$ cat src/rtl/aes_pkg.sv
// Shared AES definitions: field polynomial, affine constants and GF(2^8) multiply.
package aes_pkg;

  localparam logic [8:0] AES_POLY      = 9'h11B;
  localparam logic [7:0] SBOX_AFFINE_C = 8'h63;
  localparam logic [7:0] INV_AFFINE_C  = 8'h05;

  typedef logic [7:0] aes_byte_t;

  // Shift-and-add multiply, reducing by the AES polynomial after each shift.
  function automatic aes_byte_t gf_mul(input aes_byte_t a, input aes_byte_t b);
    aes_byte_t p;
    aes_byte_t x;
    p = '0;
    x = a;
    for (int unsigned i = 0; i < 8; i++) begin
      if (b[i]) p = p ^ x;
      x = x[7] ? ({x[6:0], 1'b0} ^ AES_POLY[7:0]) : {x[6:0], 1'b0};
    end
    return p;
  endfunction

endpackage

$ cat src/rtl/gf256_inv.sv
// Combinational multiplicative inverse in GF(2^8) as a^254; 0 maps to 0 naturally.
module gf256_inv
  import aes_pkg::*;
(
  input  logic [7:0] a,
  output logic [7:0] y
);

  aes_byte_t sq;
  aes_byte_t acc;

  // a^254 = a^2 * a^4 * ... * a^128
  always_comb begin
    sq  = a;
    acc = 8'h01;
    for (int unsigned i = 1; i < 8; i++) begin
      sq  = gf_mul(sq, sq);
      acc = gf_mul(acc, sq);
    end
    y = acc;
  end

endmodule

$ cat src/rtl/aes_sbox.sv
// AES SubBytes / InvSubBytes for one byte, registered output, one result per clock.
module aes_sbox
  import aes_pkg::*;
#(
  parameter int unsigned INVERSE = 0
) (
  input  logic       clk,
  input  logic       rst_n,
  input  logic [7:0] istate,
  output logic [7:0] ostate
);

  function automatic aes_byte_t affine_fwd(input aes_byte_t b);
    aes_byte_t o;
    o = '0;
    for (int unsigned i = 0; i < 8; i++) begin
      o[i] = b[i] ^ b[(i + 4) % 8] ^ b[(i + 5) % 8] ^ b[(i + 6) % 8]
           ^ b[(i + 7) % 8] ^ SBOX_AFFINE_C[i];
    end
    return o;
  endfunction

  function automatic aes_byte_t affine_inv(input aes_byte_t x);
    aes_byte_t o;
    o = '0;
    for (int unsigned i = 0; i < 8; i++) begin
      o[i] = x[(i + 2) % 8] ^ x[(i + 5) % 8] ^ x[(i + 7) % 8] ^ INV_AFFINE_C[i];
    end
    return o;
  endfunction

  aes_byte_t inv_in;
  aes_byte_t inv_out;
  aes_byte_t sub;

  gf256_inv u_gf256_inv (
    .a (inv_in),
    .y (inv_out)
  );

  // One shared inverter: the affine step sits after it for the forward box, before it for the inverse box.
  always_comb begin
    inv_in = (INVERSE != 0) ? affine_inv(istate) : istate;
    sub    = (INVERSE != 0) ? inv_out : affine_fwd(inv_out);
  end

  always_ff @(posedge clk) begin
    if (!rst_n) ostate <= '0;
    else        ostate <= sub;
  end

endmodule

$ cat config.mk
export PLATFORM = sky130hd
export DESIGN_NAME = aes_sbox
export DESIGN_NICKNAME = d
export VERILOG_FILES = /design/src/rtl/aes_pkg.sv /design/src/rtl/gf256_inv.sv /design/src/rtl/aes_sbox.sv
export SDC_FILE = /design/constraint.sdc
export NUM_CORES = 1
export LEC_CHECK = 0
export ABC_AREA = 1
export ABC_CLOCK_PERIOD_IN_PS = 15100
export CAP_MARGIN = 10
export CELL_PAD_IN_SITES_DETAIL_PLACEMENT = 1
export CELL_PAD_IN_SITES_GLOBAL_PLACEMENT = 2
export CORE_MARGIN = 2
export CORE_UTILIZATION = 33
export CTS_CLUSTER_DIAMETER = 80
export DETAILED_ROUTE_END_ITERATION = 8
export HOLD_SLACK_MARGIN = 0.15
export PLACE_DENSITY_LB_ADDON = 0.1
export SLEW_MARGIN = 25
export SYNTH_ARGS = -nofsm -noshare
export SYNTH_HDL_FRONTEND = slang
export SYNTH_SLANG_ARGS = --single-unit
$ cat constraint.sdc
create_clock -name clk -period 15.1 [get_ports clk]
set_clock_uncertainty 0.05 [all_clocks]
set_input_delay 2.265 -clock clk [delete_from_list [all_inputs] [get_ports clk]]
set_output_delay 2.265 -clock clk [all_outputs]
set_load 0.01 [all_outputs]
Word-level counts from Yosys, hierarchy flattened
Index checks and enable logic that the tools add are counted.
{"block": "totals", "ff_bits": 8, "in_bits": 10, "out_inout_bits": 8, "wordCells": 425}
{"block": "op_classes", "muxes": 203, "bitwise": 221}
{"cell": "8-bit two-way mux", "count": 105}
{"cell": "8-bit XOR", "count": 91}
{"cell": "5-bit two-way mux", "count": 92}
{"cell": "4-bit NOT", "count": 91}
{"cell": "1-bit XOR", "count": 28}
{"cell": "7-bit two-way mux", "count": 1}
{"cell": "1-bit NOT, first input constant", "count": 7}
{"cell": "6-bit two-way mux", "count": 1}
{"cell": "4-bit two-way mux", "count": 1}
{"cell": "1-bit NOT", "count": 4}
{"cell": "3-bit two-way mux", "count": 1}
{"cell": "2-bit two-way mux", "count": 1}
{"cell": "1-bit two-way mux", "count": 1}

Depth between registers and ports, before layout
Gate-level depths: netlist (run 1).
{"block": "logic_depth", "depth_word": 132, "mapped_depth": 132, "mapped_depth_nobuf": 126}

By module
A second synthesis (run 1) with hierarchy kept.
{"block": "unflattened", "hier_cells": 3882, "area_unflattened_um2": 19117.1}
{"module": "gf256_inv", "n_inst": 1, "cells_per_inst": 3796, "area_each_um2": 18594.1, "seq_area_each_um2": 0.0}
{"module": "aes_sbox", "n_inst": 1, "cells_per_inst": 86, "area_each_um2": 523.0, "seq_area_each_um2": 160.2}

Worst setup path before layout (run 1)
Ideal clock, no wire load.
{"block": "synth_path", "path_kind": "input -> register", "start": "input port istate[0]", "end": "register ostate[3]", "setup_time_ps": 113, "t_arrival_ps": 13318, "required_ps": 14937, "slack_ps": 1619, "path_stages": 95, "n_path_buf": 10, "path_cell_list": "ha_1 > inv_1 > nand2_1 > nand3_1 > nand2_1 > nor2_1 > nand2_1 > nand2_1 > inv_1 > nand2_1 > nand2_4 > buf_2 > buf_6 > ha_1 > inv_1 > nand3_1 > nand2_1 > inv_2 > [... 59 more ...] > xor2_1 > xor2_2 > inv_2 > nand3_1 > nand4_1 > nand2_1 > nand2_1 > nand2_1 > nand2_1 > nand2_1 > nand2_1 > nand2_1 > nand2_1 > nand2_2 > xor2_1 > inv_1 > nor2_1 > nor2_1"}
{"block": "synth_between", "elab_chain_len": 126, "elab_cells_between_ends": 382, "classes_between": "mux (200); bitwise (182)"}
{"item": "start: declaration", "line": "aes_sbox.sv:9", "rtl": "input logic [7:0] istate,"}
{"item": "8-bit two-way mux", "line": "aes_pkg.sv:17", "rtl": "if (b[i]) p = p ^ x;"}
{"item": "8-bit XOR", "line": "aes_pkg.sv:17"}
{"item": "8-bit two-way mux", "line": "aes_pkg.sv:17"}
{"item": "8-bit XOR", "line": "aes_pkg.sv:17"}
{"item": "8-bit two-way mux", "line": "aes_pkg.sv:17"}
{"item": "8-bit XOR", "line": "aes_pkg.sv:17"}
{"item": "8-bit two-way mux", "line": "aes_pkg.sv:17"}
{"item": "8-bit XOR", "line": "aes_pkg.sv:17"}
{"item": "[... 108 more ...]"}
{"item": "8-bit XOR", "line": "aes_pkg.sv:17"}
{"item": "8-bit two-way mux", "line": "aes_pkg.sv:17"}
{"item": "8-bit XOR", "line": "aes_pkg.sv:17"}
{"item": "8-bit two-way mux", "line": "aes_pkg.sv:17"}
{"item": "8-bit XOR", "line": "aes_pkg.sv:17"}
{"item": "8-bit two-way mux *", "line": "aes_pkg.sv:17"}
{"item": "1-bit XOR (3 in a row)", "line": "aes_sbox.sv:17", "rtl": "o[i] = b[i] ^ b[(i + 4) % 8] ^ b[(i + 5) % 8] ^ b[(i + 6) % 8]"}
{"item": "1-bit XOR *", "line": "aes_sbox.sv:18", "rtl": "^ b[(i + 7) % 8] ^ SBOX_AFFINE_C[i];"}
{"item": "end signal: assignment", "line": "aes_sbox.sv:49", "rtl": "else ostate <= sub;"}
{"item": "end: declaration", "line": "aes_sbox.sv:10", "rtl": "output logic [7:0] ostate"}
Every way passes the cells marked *; elsewhere a longest branch is shown, timed or not.
A chain may end at the register's enable or synchronous reset.

Worst setup path after layout (run 1)
{"block": "layout_path", "start": "input port istate[0]", "end": "register ostate[6]"}
{"block": "layout_between", "elab_chain_len": 126, "elab_cells_between_ends": 383, "classes_between": "mux (200); bitwise (183)"}
{"item": "8-bit two-way mux", "line": "aes_pkg.sv:17"}
{"item": "8-bit XOR", "line": "aes_pkg.sv:17"}
{"item": "8-bit two-way mux", "line": "aes_pkg.sv:17"}
{"item": "8-bit XOR", "line": "aes_pkg.sv:17"}
{"item": "8-bit two-way mux", "line": "aes_pkg.sv:17"}
{"item": "8-bit XOR", "line": "aes_pkg.sv:17"}
{"item": "8-bit two-way mux", "line": "aes_pkg.sv:17"}
{"item": "8-bit XOR", "line": "aes_pkg.sv:17"}
{"item": "[... 110 more ...]"}
{"item": "8-bit two-way mux / 8-bit XOR (equally long branches)", "line": "aes_pkg.sv:17"}
{"item": "8-bit XOR / 8-bit two-way mux (equally long branches)", "line": "aes_pkg.sv:17"}
{"item": "8-bit two-way mux *", "line": "aes_pkg.sv:17"}
{"item": "1-bit XOR, or another cell as far along", "line": "aes_sbox.sv:17"}
{"item": "1-bit XOR / 8-bit two-way mux (equally long branches)", "line": "aes_sbox.sv:17, aes_pkg.sv:17"}
{"item": "1-bit XOR", "line": "aes_sbox.sv:17"}
{"item": "1-bit XOR *", "line": "aes_sbox.sv:18"}
{"item": "1-bit NOT (no source line) *"}
Marked as above.

==> metrics.yaml, run 1 <==
outcome:
  status: "completed"
hold_path:
  hold-path-endpoint: "ostate[1]$_SDFF_PN0_"
  min_path_type: "primary input to register"
  whs_path_depth: 3
  hp-start: "rst_n"
timing:
  setup_viol: 0
  fin_crit_ns: 14.03
  hold_viol: 0
  fin_crit_sh: 0.929
  max_freq_mhz: 71.3
  slew_headroom: 0.568
  slew_viol_final: 0
  tightestPinTransition_ns: 0.643
setup_path:
  worstPathRequired_ns: 15.17
  crit_slowest_cell: "clkdlybuf4s50_1"
  path_buf_inv: 16
  worstPathArrival_ns: 14.10
  critPathKind: "primary input to register"
  setup.worst_path.start_class: "primary input"
  max_stage_delay_ns: 0.46
  crit_family: "simple AND/OR/NAND/NOR gates"
  cp_common_cell: "nand2_1"
  end_kind: "register"
  crit_fanout: 16
grt:
  grt_pass1_vias: 24200
  grt_usage: 0.259
  grt_pass1_wl_mm: 129
  grt_max_degree: 27
  antenna_found_initial: 0
  grt_overflow: 0
placed_design:
  gp_congestion: 0.916
  hpwl_mm: 66.7
  place_area_um2: 20800
  portBuffers: 17
  placed_cells: 4876
synthesis:
  synth_area_um2: 19500
  syn-num-nets: 4091
  synth_cells: 4074
  yosysWarnings: 0
  syn_avg_cell_area_um2: 4.79
  yosysSeqAreaShare: 0.00821
  synth_cell_types: 47
  ys_seq_elements: 8
clock_network:
  path_clk_slew_ns: 0.04
  htreeDepth: 1
  clock-root-buffer: "clkbuf_16"
  numCtsBuffers: 3
  cts.sinks: 8
  hold_buffers: 0
  cts.path.max_buffers: 2
  cts_tree: "yes"
final_layout:
  final_cell_count_no_fill: 4947
  top_regs: "ostate (8)"
  nets: 4193
  fin_area_um2: 22700
  drive_above_1_share: 0.176
  antennaDiodeCount: 0
  largest_register_ffs: 8
  fillCellCount: 8600
  synthToLayoutAreaGrowth_pct: 16.5
  largest_register: "ostate"
floorplan:
  design.core.area_um2: 58800
  fp.dieH_um: 247
  chipWidth_um: 247
  io_pins: 18
  start_util: 0.332
  die_area_um2: 61100
  fp-row-count: 89
route:
  drcViolationCount: 0
  wirelength_mm: 82.5
  num_vias: 25200
  drt_pass1_iterations: 5
  first_iter_violations: 1141
  ant_nets: 0
  viasPerCell: 5.10
  wl_per_cell_um: 16.7
flow_run:
  cap_violations: 0
==> cell type report <==
type                    instances  area (um^2)  area share
inverters                     472         1860      0.0818
multi-input cells            3496        18000       0.793
well taps                     773          967      0.0425
clock buffers                   3         75.1     0.00330
flip-flops and latches          8          160     0.00705
repair buffers                195         1650      0.0725
==> metal layers <==
metal,track usage,wire length [um]
met5,0,0
met4,0.0349,1220
met3,0.00727,2040
met2,0.471,40500
met1,0.347,38800
==> worst max path at each step <==
stage / from / to / slack (ns) / cells after the start
floorplan: istate[0] / ostate[3]$_SDFF_PN0_ / 1.62 / 95
global placement: istate[7] / ostate[6]$_SDFF_PN0_ / -0.14 / 106
detailed placement: istate[7] / ostate[7]$_SDFF_PN0_ / -0.32 / 106
CTS: istate[7] / ostate[4]$_SDFF_PN0_ / 0.02 / 101
global route: istate[0] / ostate[1]$_SDFF_PN0_ / -0.12 / 99
finish: istate[0] / ostate[6]$_SDFF_PN0_ / 1.07 / 96
==> cell usage in the layout (no fill, tap or decap), drive strengths merged, types with 7 or more instances in the layout <==
cell type	instances
nand4	55
buf	178
clkinv	14
o21bai	16
ha	7
inv	458
a21oi	20
xor2	132
clkdlybuf4s50	11
xnor2	77
o21ai	67
nand3b	56
dfxtp	8
or2	21
nor2	279
nand3	688
nand2	2057
==> cell families after synthesis <==
logic type | share of synthesized area
adders and majority gates | 0.00449
AOI/OAI and AO/OA | 0.0357
xor gates and xnor gates | 0.103
DFF | 0.00821
and+or+nand+nor | 0.716
buffers and inverters | 0.133
==> tightest hold or removal path: stages <==
cell and delay (ns):
clkdlybuf4s50_1 0.54, nand2_1 0.12, nor2_1 0.03
==> repair_timing <==
item / CTS / global route
cloned: 0 / 5
pin swaps: 0 / 49
resized for setup: 5 / 305
hold endpoints to repair: 0 / 0
endpoints found under the setup margin: 8 / 8
setup buffers: 0 / 63
==> Yosys cell counts (all sizes together) <==
cell type / number / area share
nor3: 2 / 0.00051
ha: 7 / 0.0045
clkbuf: 3 / 0.00058
inv: 459 / 0.090
xor2: 132 / 0.066
dfxtp: 8 / 0.0082
a21o: 6 / 0.0023
xnor2: 77 / 0.038
o211ai: 6 / 0.0023
clkinv: 13 / 0.0025
a21oi: 20 / 0.0053
o21ai: 67 / 0.017
o21bai: 16 / 0.0062
nand2: 2052 / 0.43
or2: 21 / 0.0067
nor2: 279 / 0.056
nand3: 688 / 0.19
buf: 100 / 0.040
nand3b: 56 / 0.022
o22ai: 6 / 0.0022
nand2b: 1 / 0.00032
nand4: 55 / 0.018
==> stage by stage <==
step	setup TNS, ns	hold slack (ns)	utilization	worst slack, ns
global route	-0.612	2.75	0.387	-0.115
CTS	0	2.71	0.355	0.0176
finish	0	2.72	0.387	1.07
floorplan	0	2.34	-	1.62
global placement	-0.976	2.94	0.353	-0.144
detailed placement	-2.28	2.94	0.353	-0.316
Power of run 1 is left out: the tool's default activity adds up to more than one toggle a clock period on the data nets, which glitch-free logic cannot reach.
==> inputs of run 2 (changes only) <==
- ABC_CLOCK_PERIOD_IN_PS: 15100 -> 14400
- RECOVER_POWER: unset -> 50
- clock period: 15.1 -> 14.4 ns (I/O delays scaled with it)
==> run 2 against run 1 <==
  * First-iteration DRC count is 1.1% higher
  * Via count rose by 5.3%
  * Worst hold slack got worse by 0.14 ns
  * Routed wire length up 3.7%
  * Flip-flop and latch count unchanged
  * Global-route usage up 0.31 points
  * Worst setup slack got worse by 0.076 ns
  * Utilization is 5.0 points higher
  * Non-clock buffer count increased by 303
  * Highest routed layer unchanged
==> metrics.yaml, run 2 (synthesized netlist as in run 1, its figures left out) <==
hold_path:
  hp-start: "rst_n"  # unchanged
  min_path_type: "primary input to register"  # unchanged
final_layout:
  multiInputGateArea_um2: 18400  # was 18000 um^2
  largest_register: "ostate"  # unchanged
  largest_register_ffs: 8  # unchanged
  nets: 4498  # was 4193
  final_common_cell: "nand2_1"  # unchanged
  drive_above_1_share: 0.257  # was 0.176
  fillCellCount: 8523  # was 8600
  fin_area_um2: 25700  # was 22700 um^2
  antennaDiodeCount: 0  # unchanged
  synthToLayoutAreaGrowth_pct: 31.5  # was 16.5%
  seq_area_um2: 160  # unchanged
  top_regs: "ostate (8)"  # unchanged
  final_cell_mix: "nand2_1 (1739), nand3_1 (606), buf_4 (437)"  # was nand2_1 (1788), nand3_1 (634), inv_1 (322)
route:
  wl_per_cell_um: 16.3  # was 16.7 um
  drt_pass1_iterations: 5  # unchanged
  first_iter_violations: 1153  # was 1141
  drcViolationCount: 0  # unchanged
  viasPerCell: 5.06  # was 5.10
  num_vias: 26600  # was 25200
  ant_nets: 0  # unchanged
  wirelength_mm: 85.6  # was 82.5 mm
placed_design:
  gp_congestion: 0.917  # was 0.916
  place_area_um2: 23100  # was 20800 um^2
  portBuffers: 17  # unchanged
  hpwl_mm: 69.5  # was 66.7 mm
timing:
  setup_viol: 0  # unchanged
  fin_crit_sh: 0.931
  tightestPinTransition_ns: 0.683  # was 0.643 ns
  fin_crit_ns: 13.40
  max_freq_mhz: 74.6
  slew_viol_final: 0  # unchanged
  hold_viol: 0  # unchanged
  slew_headroom: 0.541  # was 0.568
grt:
  grt_util_met1: 0.348  # was 0.347
  grt_pass1_wl_mm: 131  # was 129 mm
  grt_busiest_layer: "met2"  # unchanged
  antenna_found_initial: 0  # unchanged
  grtUsageMet2: 0.481  # was 0.471
  grt_usage: 0.263  # was 0.259
  grt_pass1_vias: 25200  # was 24200
  grt_overflow: 0  # unchanged
  use_met3: 0.00543  # was 0.00727
  grt_max_degree: 26  # was 27
floorplan:
  start_util: 0.332  # unchanged
  chipWidth_um: 247  # unchanged
  fp-row-count: 89  # unchanged
  die_area_um2: 61100  # unchanged
  fp.dieH_um: 247  # unchanged
  io_pins: 18  # unchanged
  design.core.area_um2: 58800  # unchanged
clock_network:
  numCtsBuffers: 3  # unchanged
  hold_buffers: 0  # unchanged
  clock-root-buffer: "clkbuf_16"  # unchanged
  cts_tree: "yes"  # unchanged
  cts.sinks: 8  # unchanged
  htreeDepth: 1  # unchanged
  cts.path.max_buffers: 2  # unchanged
  path_clk_slew_ns: 0.04  # about the same
setup_path:
  startpoint: "istate[7]"  # was istate[0]
  crit_fanout: 8  # was 16
  worstPathArrival_ns: 13.47  # was 14.10 ns
  worstPathRequired_ns: 14.47  # was 15.17 ns
  max_stage_delay_ns: 0.50  # was 0.46 ns
  critPathKind: "primary input to register"  # unchanged
  setup.worst_path.start_class: "primary input"  # unchanged
  cp_common_cell: "nand2_1"  # unchanged
  crit_slowest_cell: "nor3_1"  # was clkdlybuf4s50_1
  end_kind: "register"  # unchanged
outcome:
  status: "completed"  # unchanged
flow_run:
  cap_violations: 0  # unchanged
## run 2: cell types whose count changed in the layout (fill, tap and decap cells not counted), moves of 8 or more
cell,delta
xnor2_2,+8
nand3_2,+27
nand2_1,-49
buf_12,+18
nand3_1,-28
xor2_2,+12
nor2_1,-17
xor2_1,-10
nor2_2,+15
nand2_2,+53
clkdlybuf4s50_1,-9
buf_4,+280
## run 2: layout make-up
cell class,instances,share of cell area
clock buffer,3,0.00292
inverter,472,0.0717
multi-input combinational,3498,0.717
sequential,8,0.00624
tap,773,0.0377
timing repair buffer,498,0.164
## run 2: path summary, 6_finish.rpt
| kind | end | slack, ns | cells past startpoint |
|---|---|---|---|
| hold / removal | ostate[1]$_SDFF_PN0_ | 2.58 | 3 |
| setup / recovery | ostate[6]$_SDFF_PN0_ | 1.0 | 101 |
## run 2: worst max-delay path, delay by kind of cell
kind	cells	cell delay, ns
AND/OR/NAND/NOR	75	8.03
buffers and inverters	21	2.38
XOR/XNOR	4	0.74
AO/OA/AOI/OAI	1	0.08
## run 2: layer usage
layer	routed length [um]	vias to the layer above
li1	-	13500
met1	39600	12500
met2	42200	384
met3	2250	91
met4	1490	0
met5	0	-
## run 2: what timing repair did
action,CTS,global route
buffers inserted,0,77
setup endpoints to repair,8,8
cloned,0,10
pin swaps,0,101
resized for setup,12,406
## run 2: per-stage QoR
step	cells	setup TNS (ns)	setup slack (ns)	utilization	hold WS, ns
after CTS	5165	0	0.0211	0.395	2.58
final	5252	0	0.998	0.437	2.58
after floorplan	4074	0	1.02	-	2.23
after global routing	5252	-1.23	-0.171	0.437	2.61
after detailed placement	5162	-2.51	-0.360	0.392	2.83
after global placement	5162	-1.51	-0.224	0.392	2.84
Power of run 2 is left out for the same reason.
